[src/rtl/axi4_rab_pkg.sv]
// Shared RAB definitions: layout of a queued write-burst decision and head-of-queue modes.
// Decision entry = {accept, len}; len is AXI len (beats - 1).
package axi4_rab_pkg;

    localparam int DEC_LEN_W   = 8;
    localparam int DEC_LEN_LSB = 0;
    localparam int DEC_ACC_BIT = DEC_LEN_LSB + DEC_LEN_W;
    localparam int DEC_W       = DEC_ACC_BIT + 1;

    typedef enum logic [1:0] {
        HEAD_EMPTY,
        HEAD_FWD,
        HEAD_DROP
    } head_mode_e;

    function automatic logic [DEC_W-1:0] dec_pack(input logic acc, input logic [DEC_LEN_W-1:0] len);
        logic [DEC_W-1:0] e;
        e = '0;
        e[DEC_ACC_BIT] = acc;
        e[DEC_LEN_LSB +: DEC_LEN_W] = len;
        return e;
    endfunction

endpackage

[src/rtl/axi4_wch_filter_if.sv]
// AXI4 W channel bundle; master drives payload/valid, slave drives ready.
// Payload is only meaningful while wvalid is high.
interface axi4_wch_filter_if #(
    parameter int DATA_WIDTH = 32,
    parameter int USER_WIDTH = 2
);
    logic [DATA_WIDTH-1:0]   wdata;
    logic [DATA_WIDTH/8-1:0] wstrb;
    logic                    wlast;
    logic [USER_WIDTH-1:0]   wuser;
    logic                    wvalid;
    logic                    wready;

    modport master (output wdata, wstrb, wlast, wuser, wvalid, input wready);
    modport slave  (input wdata, wstrb, wlast, wuser, wvalid, output wready);
endinterface

[src/rtl/axi4_wch_skid.sv]
// Two-entry skid slice: 1-cycle latency, full throughput.
// up_rdy is registered (no path from dn_rdy); dn payload reads zero while the slice is empty.
module axi4_wch_skid #(
    parameter int W = 8
) (
    input  logic         axi4_aclk,
    input  logic         axi4_arstn,
    input  logic         up_vld,
    input  logic [W-1:0] up_dat,
    output logic         up_rdy,
    output logic         dn_vld,
    output logic [W-1:0] dn_dat,
    input  logic         dn_rdy
);
    logic         main_vld;
    logic         skid_vld;
    logic [W-1:0] main_dat;
    logic [W-1:0] skid_dat;
    logic         up_hs;
    logic         main_free;

    assign up_rdy    = ~skid_vld;
    assign up_hs     = up_vld & up_rdy;
    assign main_free = ~main_vld | dn_rdy;

    always_ff @(posedge axi4_aclk or negedge axi4_arstn) begin
        if (!axi4_arstn) begin
            main_vld <= 1'b0;
            skid_vld <= 1'b0;
            main_dat <= '0;
            skid_dat <= '0;
        end else if (main_free) begin
            // A parked beat always refills the output stage before new input.
            if (skid_vld) begin
                main_vld <= 1'b1;
                main_dat <= skid_dat;
                skid_vld <= 1'b0;
            end else begin
                main_vld <= up_hs;
                if (up_hs) begin
                    main_dat <= up_dat;
                end
            end
        end else if (up_hs) begin
            skid_vld <= 1'b1;
            skid_dat <= up_dat;
        end
    end

    assign dn_vld = main_vld;
    assign dn_dat = main_vld ? main_dat : '0;
endmodule

[src/rtl/axi4_wch_filter.sv]
// W-channel gate: forwards or absorbs each burst per queued decision, regenerates wlast, flags length errors.
// Latency 0 (C_OUT_REG=0) or 1 (C_OUT_REG=1); decisions stall on trans_ready, beats on s_axi4.wready.
module axi4_wch_filter
    import axi4_rab_pkg::*;
#(
    parameter int C_AXI_DATA_WIDTH = 32,
    parameter int C_AXI_USER_WIDTH = 2,
    parameter int C_FIFO_DEPTH     = 4,
    parameter int C_OUT_REG        = 1
) (
    input  logic                              axi4_aclk,
    input  logic                              axi4_arstn,
    input  logic                              trans_accept,
    input  logic                              trans_drop,
    input  logic [DEC_LEN_W-1:0]              trans_len,
    output logic                              trans_ready,
    axi4_wch_filter_if.slave                  s_axi4,
    axi4_wch_filter_if.master                 m_axi4,
    output logic                              drop_done,
    output logic                              len_err,
    output logic [$clog2(C_FIFO_DEPTH+1)-1:0] outstanding
);
    localparam int PTR_W  = $clog2(C_FIFO_DEPTH);
    localparam int CNT_W  = $clog2(C_FIFO_DEPTH + 1);
    localparam int STRB_W = C_AXI_DATA_WIDTH / 8;
    localparam int PAY_W  = C_AXI_DATA_WIDTH + STRB_W + 1 + C_AXI_USER_WIDTH;
    localparam logic [CNT_W-1:0] DEPTH_C = CNT_W'(C_FIFO_DEPTH);

    logic [DEC_W-1:0]     dec_mem [C_FIFO_DEPTH];
    logic [PTR_W-1:0]     wr_ptr;
    logic [PTR_W-1:0]     rd_ptr;
    logic [CNT_W-1:0]     cnt_q;
    logic [CNT_W-1:0]     cnt_nxt;
    logic                 rdy_q;
    logic [DEC_LEN_W-1:0] beat_cnt;
    head_mode_e           mode;
    logic                 head_acc;
    logic [DEC_LEN_W-1:0] head_len;
    logic                 push;
    logic                 pop;
    logic                 s_hs;
    logic                 len_hit;
    logic                 eob;
    logic                 fwd_rdy;
    logic                 up_vld;
    logic [PAY_W-1:0]     up_dat;

    assign push     = (trans_accept | trans_drop) & rdy_q;
    assign head_acc = dec_mem[rd_ptr][DEC_ACC_BIT];
    assign head_len = dec_mem[rd_ptr][DEC_LEN_LSB +: DEC_LEN_W];

    always_comb begin
        mode = HEAD_EMPTY;
        if (cnt_q != '0) begin
            mode = head_acc ? HEAD_FWD : HEAD_DROP;
        end
    end

    assign s_axi4.wready = (mode == HEAD_DROP) | ((mode == HEAD_FWD) & fwd_rdy);
    assign s_hs          = s_axi4.wvalid & s_axi4.wready;
    assign len_hit       = (beat_cnt == head_len);
    assign eob           = s_axi4.wlast | len_hit;
    assign pop           = s_hs & eob;
    assign cnt_nxt       = cnt_q + CNT_W'(push) - CNT_W'(pop);

    // Ready is derived from the next occupancy so it never depends on this cycle's pop.
    always_ff @(posedge axi4_aclk or negedge axi4_arstn) begin
        if (!axi4_arstn) begin
            wr_ptr    <= '0;
            rd_ptr    <= '0;
            cnt_q     <= '0;
            rdy_q     <= 1'b0;
            beat_cnt  <= '0;
            drop_done <= 1'b0;
            len_err   <= 1'b0;
        end else begin
            if (push) begin
                wr_ptr <= wr_ptr + 1'b1;
            end
            if (pop) begin
                rd_ptr <= rd_ptr + 1'b1;
            end
            cnt_q     <= cnt_nxt;
            rdy_q     <= (cnt_nxt != DEPTH_C);
            beat_cnt  <= pop ? '0 : (s_hs ? beat_cnt + 1'b1 : beat_cnt);
            drop_done <= pop & (mode == HEAD_DROP);
            len_err   <= pop & (s_axi4.wlast != len_hit);
        end
    end

    // A simultaneous accept+drop is stored as a drop.
    always_ff @(posedge axi4_aclk) begin
        if (push) begin
            dec_mem[wr_ptr] <= dec_pack(trans_accept & ~trans_drop, trans_len);
        end
    end

    assign trans_ready = rdy_q;
    assign outstanding = cnt_q;

    assign up_vld = (mode == HEAD_FWD) & s_axi4.wvalid;
    assign up_dat = {s_axi4.wdata, s_axi4.wstrb, eob, s_axi4.wuser};

    generate
        if (C_OUT_REG != 0) begin : g_slice
            logic [PAY_W-1:0] dn_dat;

            axi4_wch_skid #(.W(PAY_W)) u_skid (
                .axi4_aclk  (axi4_aclk),
                .axi4_arstn (axi4_arstn),
                .up_vld     (up_vld),
                .up_dat     (up_dat),
                .up_rdy     (fwd_rdy),
                .dn_vld     (m_axi4.wvalid),
                .dn_dat     (dn_dat),
                .dn_rdy     (m_axi4.wready)
            );

            assign {m_axi4.wdata, m_axi4.wstrb, m_axi4.wlast, m_axi4.wuser} = dn_dat;
        end else begin : g_comb
            assign fwd_rdy       = m_axi4.wready;
            assign m_axi4.wvalid = up_vld;
            assign {m_axi4.wdata, m_axi4.wstrb, m_axi4.wlast, m_axi4.wuser} = up_vld ? up_dat : '0;
        end
    endgenerate
endmodule

[src/flat_wrapper.sv]
// flat-port wrapper written by rule: the top's interface ports become plain ports
module axi4_wch_filter_flat import axi4_rab_pkg::*;
#(
    parameter int C_AXI_DATA_WIDTH = 32,
    parameter int C_AXI_USER_WIDTH = 2,
    parameter int C_FIFO_DEPTH     = 4,
    parameter int C_OUT_REG        = 1
)
  (axi4_aclk, axi4_arstn, trans_accept, trans_drop, trans_len, trans_ready, drop_done, len_err, outstanding, s_axi4_wdata, s_axi4_wstrb, s_axi4_wlast, s_axi4_wuser, s_axi4_wvalid, s_axi4_wready, m_axi4_wdata, m_axi4_wstrb, m_axi4_wlast, m_axi4_wuser, m_axi4_wvalid, m_axi4_wready);
  axi4_wch_filter_if #(.DATA_WIDTH((32)), .USER_WIDTH((2))) s_axi4_i ();
  axi4_wch_filter_if #(.DATA_WIDTH((32)), .USER_WIDTH((2))) m_axi4_i ();
  input  logic axi4_aclk;
  input  logic axi4_arstn;
  input  logic trans_accept;
  input  logic trans_drop;
  input  logic [DEC_LEN_W-1:0] trans_len;
  output logic trans_ready;
  output logic drop_done;
  output logic len_err;
  output logic [$clog2(C_FIFO_DEPTH+1)-1:0] outstanding;
  input wire logic [$bits(s_axi4_i.wdata)-1:0] s_axi4_wdata;
  input wire logic [$bits(s_axi4_i.wstrb)-1:0] s_axi4_wstrb;
  input wire logic [$bits(s_axi4_i.wlast)-1:0] s_axi4_wlast;
  input wire logic [$bits(s_axi4_i.wuser)-1:0] s_axi4_wuser;
  input wire logic [$bits(s_axi4_i.wvalid)-1:0] s_axi4_wvalid;
  output wire logic [$bits(s_axi4_i.wready)-1:0] s_axi4_wready;
  output wire logic [$bits(m_axi4_i.wdata)-1:0] m_axi4_wdata;
  output wire logic [$bits(m_axi4_i.wstrb)-1:0] m_axi4_wstrb;
  output wire logic [$bits(m_axi4_i.wlast)-1:0] m_axi4_wlast;
  output wire logic [$bits(m_axi4_i.wuser)-1:0] m_axi4_wuser;
  output wire logic [$bits(m_axi4_i.wvalid)-1:0] m_axi4_wvalid;
  input wire logic [$bits(m_axi4_i.wready)-1:0] m_axi4_wready;
  assign s_axi4_i.wdata = s_axi4_wdata;
  assign s_axi4_i.wstrb = s_axi4_wstrb;
  assign s_axi4_i.wlast = s_axi4_wlast;
  assign s_axi4_i.wuser = s_axi4_wuser;
  assign s_axi4_i.wvalid = s_axi4_wvalid;
  assign s_axi4_wready = s_axi4_i.wready;
  assign m_axi4_wdata = m_axi4_i.wdata;
  assign m_axi4_wstrb = m_axi4_i.wstrb;
  assign m_axi4_wlast = m_axi4_i.wlast;
  assign m_axi4_wuser = m_axi4_i.wuser;
  assign m_axi4_wvalid = m_axi4_i.wvalid;
  assign m_axi4_i.wready = m_axi4_wready;
  axi4_wch_filter #(.C_AXI_DATA_WIDTH(C_AXI_DATA_WIDTH), .C_AXI_USER_WIDTH(C_AXI_USER_WIDTH), .C_FIFO_DEPTH(C_FIFO_DEPTH), .C_OUT_REG(C_OUT_REG)) u_core (.axi4_aclk(axi4_aclk), .axi4_arstn(axi4_arstn), .trans_accept(trans_accept), .trans_drop(trans_drop), .trans_len(trans_len), .trans_ready(trans_ready), .s_axi4(s_axi4_i), .m_axi4(m_axi4_i), .drop_done(drop_done), .len_err(len_err), .outstanding(outstanding));
endmodule
[config.mk]
export PLATFORM = sky130hd
export DESIGN_NAME = axi4_wch_filter_flat
export DESIGN_NICKNAME = d
export VERILOG_FILES = /design/src/rtl/axi4_rab_pkg.sv /design/src/rtl/axi4_wch_filter_if.sv /design/src/rtl/axi4_wch_skid.sv /design/src/rtl/axi4_wch_filter.sv /design/src/flat_wrapper.sv
export SDC_FILE = /design/constraint.sdc
export NUM_CORES = 1
export LEC_CHECK = 0
export CORE_UTILIZATION = 53
export DETAILED_ROUTE_END_ITERATION = 10
export PLACE_DENSITY = 0.8
export SYNTH_ARGS = -nofsm -noshare
export SYNTH_HDL_FRONTEND = slang
export SYNTH_SLANG_ARGS = --single-unit
[constraint.sdc]
create_clock -name axi4_aclk -period 5.1 [get_ports axi4_aclk]
set_clock_uncertainty 0.2 [all_clocks]
set_input_delay 1.02 -clock axi4_aclk [delete_from_list [all_inputs] [get_ports axi4_aclk]]
set_output_delay 1.02 -clock axi4_aclk [all_outputs]
set_load 0.02 [all_outputs]
# Word level (Yosys, flattened, before mapping)
# Memories as Yosys holds them, arrays and structs flattened.
# Cells that the tools add are included.
[totals]
ram_bits = 36
in_bits = 53
wordCells = 57
output_inout_bits = 47
memories = 1
reg_bits = 98
[classes]
n_eq_ne = 5
bitwise_logic = 17
add_sub_neg = 5
mux = 12
reduce_logical = 6
[mem_list]
columns = ["name", "depth", "width", "rd", "rd_ports_with_merged_regs", "wr", "line", "source"]
rows = [
  ["u_core.dec_mem", 4, 9, 1, 0, 1, "axi4_wch_filter.sv:29", "logic [DEC_W-1:0] dec_mem [C_FIFO_DEPTH];"],
]
[op_table]
columns = ["op", "count"]
rows = [
  ["$mux 39", 3],
  ["$mux 8", 2],
  ["$and 1x1->1", 9],
  ["$add 8x1->8 const B", 1],
  ["$eq 8x8->1", 1],
  ["$reduce_bool 2->1", 3],
  ["$mux 1", 5],
  ["$add 2x1->2 const B", 2],
  ["$mux 2", 2],
  ["$not 1->1", 4],
  ["$or 1x1->1", 4],
  ["$reduce_and 2->1", 2],
  ["$add 3x1->3", 1],
  ["$ne 3x3->1 const B", 1],
  ["$reduce_bool 3->1", 1],
  ["$sub 3x1->3", 1],
  ["$eq 2x1->1 const B", 1],
  ["$eq 2x2->1 const B", 1],
  ["$ne 1x1->1", 1],
]

# Longest topological paths before layout
# An unclocked memory read counts as a cell.
[logic_depth]
word_depth = 10
ltp_mapped = 15
depth_no_buf = 13

# By module
# From an unflattened synthesis, not the netlist that was laid out.
[unflattened]
hier_cells = 416
area_unflattened_um2 = 6080.8
[modules_own_cells]
columns = ["module", "seq_area_each_um2", "cells_each", "area_each_um2", "instances"]
rows = [
  ["axi4_wch_skid", 2001.9, 260, 3727.3, 1],
  ["axi4_wch_filter", 1531.5, 156, 2353.5, 1],
]

# Worst setup path after synthesis
# Ideal clock, no wire load.
[synth_path]
path_kind = "register -> register"
start = "register u_core.rd_ptr[0]"
end = "register u_core.rdy_q, in the netlist u_core.trans_ready"
stages_incl_launch_ff = 16
slack_ns = 1.555
arrival_ns = 3.220
path_buffers = 2
required_ns = 4.775
setup_ns = 0.125
synth_period_minus_slack_ns = 3.545
cell_sequence = "dfrtp_1 -> buf_2 -> mux4_2 -> xor2_1 -> nor4_1 -> nand2_1 -> ha_1 -> clkbuf_1 -> nor2_2 -> ha_1 -> inv_1 -> ha_1 -> fa_1 -> xnor2_1 -> xnor2_1 -> nand2_1"
[synth_between]
elab_chain_len = 10
elab_cells_between_ends = 13
cone_classes = "1 x add/sub; 4 x eq/ne; 2 x mux; 5 x bitwise; 1 x memory"
[synth_lines]
columns = ["item", "line", "source"]
rows = [
  ["from (decl)", "axi4_wch_filter.sv:31", "logic [PTR_W-1:0] rd_ptr;"],
  ["from (signal assigned)", "axi4_wch_filter.sv:81", "rd_ptr <= rd_ptr + 1'b1;"],
  ["$mem_v2 4x9 (*)", "--", ""],
  ["$mux 2", "axi4_wch_filter.sv:55", "mode = head_acc ? HEAD_FWD : HEAD_DROP;"],
  ["$mux 2", "axi4_wch_filter.sv:54", "if (cnt_q != '0) begin"],
  ["$eq 2x1->1", "axi4_wch_filter.sv:59", "assign s_axi4.wready = (mode == HEAD_DROP) | ((mode == HEAD_FWD) & fwd_rdy);"],
  ["$and 1x1->1", "axi4_wch_filter.sv:59", ""],
  ["$or 1x1->1", "axi4_wch_filter.sv:59", ""],
  ["$and 1x1->1", "axi4_wch_filter.sv:60", "assign s_hs = s_axi4.wvalid & s_axi4.wready;"],
  ["$and 1x1->1 (*)", "axi4_wch_filter.sv:63", "assign pop = s_hs & eob;"],
  ["$sub 3x1->3 (*)", "axi4_wch_filter.sv:64", "assign cnt_nxt = cnt_q + CNT_W'(push) - CNT_W'(pop);"],
  ["named net u_core.cnt_nxt[2]", "axi4_wch_filter.sv:33", "logic [CNT_W-1:0] cnt_nxt;"],
  ["$ne 3x3->1 (*)", "axi4_wch_filter.sv:84", "rdy_q <= (cnt_nxt != DEPTH_C);"],
  ["to (signal assigned)", "axi4_wch_filter.sv:84", ""],
  ["to (decl)", "axi4_wch_filter.sv:34", "logic rdy_q;"],
]
# Mark *: on every way through the listed nets, which the timed path passes. The rest lies on a longest branch.
# A chain may end at the register's enable or synchronous reset.

# Worst setup path after layout
# Ends and elaborated chain as after synthesis.

==> flow_summary_export.csv <==
group,metric,value,unit
critical_path,critPathRequiredTime,5190,ps
sta,setup-violations-final,0,
clocking,clockBufferDepth,2,
power_and_ir_drop,power_leakage,3.07,nW
finish,nFillCells,755,
drt,firstDrtPassIters,4,
finish,fin_area,7700,sq um
logic_synthesis,synthMuxAreaShare,16.9,%
logic_synthesis,synth_area,5990,sq um
drt,first_iter_violations,192,
logic_synthesis,seq_area_frac_synth,59.0,%
logic_synthesis,syn_area_per_cell,12.9,sq um
global_route,globalRouteTotalUtil,22.3,%
critical_path,critPathMaxFanout,11,
logic_synthesis,syn-num-nets,525,
floorplan,core_area,10900,sq um
clocking,cts_tree,"yes",
drt,wl_per_cell,17.2,um
logic_synthesis,netlist_instances,463,
sta,fin_ws,1200,ps
sta,timing.final.crit_share,76.5,%
logic_synthesis,synth_area_leader_cell,"dfrtp_1",
sta,relSlewSlack,29.4,%
critical_path,cp_top_family,"adder cells",
sta,fin_crit,3900,ps
critical_path,crit_top_cell,"ha_1",
finish,final_layout_size_suffix_gt1_share,15.6,%
floorplan,num_io_pins,100,
global_route,grt_overflow,0,
clocking,clkTransAtPathRegs,60,ps
placement,pre_cts_ws,1190,ps
critical_path,timing.critical_path.buf_inv,1,
logic_synthesis,synth-xor-area-share,1.90,%
finish,final_cell_mix,"98 x clkdlybuf4s50_1, 97 x dfrtp_1, 77 x o21ai_0",
clocking,cts_sinks,134,
outcome,status,"finished clean",
logic_synthesis,synth-simple-area-share,7.52,%
logic_synthesis,yosysUniqueCellTypes,43,
placement,dp_hpwl,7800,um
sta,drv_slew,0,
global_route,grt_pass1_vias,3992,
logic_synthesis,synth_top_family_by_area,"multiplexers",
floorplan,start_util,54.8,%
critical_path,slowest_stage,"dfrtp_1",
drt,drc,0,
clocking,post_cts_buffers,0,
global_route,grt_pass1_wl,19900,um
logic_synthesis,synth-seq-cells,134,
logic_synthesis,synthTopCellsByArea,"dfrtp_1 41%, edfxtp_1 18%, mux2_2 6.8%",
global_route,antenna_found_initial,0,
flow_run,cap_violations,0,
power_and_ir_drop,finalPower,4.68,mW
drt,drt_wl_total,12200,um
floorplan,die_h,108,um
clocking,clkLatencyLatePin,410,ps
logic_synthesis,ys_warn_count,0,
sta,tns,0,ps
placement,post_dp_cell_area,7050,sq um
logic_synthesis,synth_compound_area_share,9.73,%
critical_path,crit_path_start_kind,"flop",
power_and_ir_drop,worst_ir_drop_vdd,0.318,mV
critical_path,crit_path_max_incr_delay,720,ps
clocking,cts_resized,0,
placement,place.gp.congestion,0.792,
sta,rsz0062_at_grt,"false",
drt,ant_nets,0,
floorplan,rows,38,
floorplan,die-area,11700,sq um
critical_path,worstPathCellList,"mux4_2, xor2_1, nor4_1, nand2_1, ha_1, nor2_2, ha_1, inv_1, ha_1, fa_1, xnor2_1, xnor2_1, nand2_1",
critical_path,arrival,3990,ps
clocking,root_buffer,"clkbuf_16",
clocking,htree_num_levels,4,
logic_synthesis,synth_top_area_share,40.9,%
power_and_ir_drop,powerDensity,607,nW/um^2
critical_path,path_class,"flop to flop",
sta,fmax,256,MHz
sta,worstMarginPinSlew,1060,ps
finish,final_common_cell,"clkdlybuf4s50_1",
placement,port_buffers,99,
critical_path,crit_path_end_kind,"flop",
finish,nNetsFinal,619,
logic_synthesis,synthAdderAreaFrac,2.01,%
floorplan,die_w,108,um
clocking,hold_buffers,0,
worst_hold_path,hold_class,"flop to flop",
global_route,grt_max_degree,62,
finish,syn_to_final_growth,28.6,%
drt,via_count,3930,
sta,hold_viol_final,0,
finish,diodes,0,
drt,viasPerCell,5.54,
clocking,numCtsBuffers,17,
sta,holdWs,298,ps
[sequential cells by signal, summed over array words and instances (netlist names)]
| name | cells |
|---|---|
| u_core.drop_done | 1 |
| u_core.wr_ptr | 2 |
| u_core.len_err | 1 |
| u_core.beat_cnt | 8 |
| u_core.g_slice.u_skid.skid_dat | 39 |
| u_core.dec_mem | 36 |
| u_core.g_slice.u_skid.skid_vld | 1 |
| u_core.trans_ready | 1 |
| u_core.g_slice.u_skid.dn_vld | 1 |
| u_core.outstanding | 3 |
| u_core.rd_ptr | 2 |
| u_core.g_slice.u_skid.main_dat | 39 |
[final timing paths]
kind / slack (ps) / cells past startpoint / end / startpoint
worst max-delay path: 1200 / 13 / u_core.trans_ready$_DFF_PN0_ / u_core.rd_ptr[0]$_DFFE_PN0N_
worst min-delay path: 300 / 2 / u_core.g_slice.u_skid.main_dat[11]$_DFFE_PN0P_ / u_core.g_slice.u_skid.main_dat[11]$_DFFE_PN0P_
worst max register to register: 1200 / 13 / u_core.trans_ready$_DFF_PN0_ / u_core.rd_ptr[0]$_DFFE_PN0N_
worst min register to register: 300 / 2 / u_core.g_slice.u_skid.main_dat[11]$_DFFE_PN0P_ / u_core.g_slice.u_skid.main_dat[11]$_DFFE_PN0P_
max in group asynchronous: 3220 / 2 / u_core.g_slice.u_skid.skid_dat[38]$_DFFE_PN0P_ / axi4_arstn
min in group asynchronous: 490 / 1 / u_core.g_slice.u_skid.skid_dat[10]$_DFFE_PN0P_ / axi4_arstn
[report_power, final]
group          total (mW)  internal [mW]  switching (mW)
registers            1.83           1.55           0.279
logic                1.54          0.754           0.786
clock network        1.31          0.857           0.453
total                4.68           3.16            1.52
[area by class of cell]
class                      count  area, sq um  share of cell area (%)
sequential                   134         3530                    45.9
multi-input combinational    291         2280                    29.6
timing repair buffer         105         1030                    13.4
clock buffer                  23          510                    6.63
tap                          140          175                    2.27
clock inverter                 9          136                    1.77
inverter                       8         30.0                   0.390
[tightest hold or removal path: stages (launching register included)]
cell and delay [ps]:
dfrtp_1 330, o21ai_0 70, o21ai_0 70
[per-stage QoR]
stage | util (%) | instances
CTS | 70.4 | 710
detailed placement | 64.5 | 678
global route | 70.4 | 710
floorplan | - | 463
finish | 70.4 | 710
global placement | 64.5 | 678
[cells in the mapped netlist, drive strengths merged]
cell type	count
a31oi	1
ha	8
a2111oi	1
nand3	4
o31a	2
xor2	10
fa	1
nand2	13
mux2	38
o41ai	2
o21a	2
dfrtp	98
clkbuf	19
nand4b	1
mux4	9
nand2b	2
and3	3
nor2	5
nor3	1
inv	8
o31ai	3
a21o	1
mux2i	38
a21oi	5
and2	44
edfxtp	36
buf	11
o21ai	88
nor4	3
xnor2	3
nor2b	2
or2	1
[cells by family after synthesis]
logic type / Yosys count
xor gates and xnor gates: 13
AOI/OAI and AO/OA: 105
DFF: 134
muxes: 85
and+or+nand+nor: 79
buffers and inverters: 38
adders and majority gates: 9
[metal layers]
layer | share of wire [%] | routed length [um] | GRT usage, %
met5 | 0 | 0 | 0
met4 | 0.73 | 89 | 6.95
met3 | 4.0 | 487 | 4.10
met2 | 51 | 6180 | 37.7
met1 | 45 | 5470 | 29.3
Note: power is estimated with default switching activity, not from simulation.
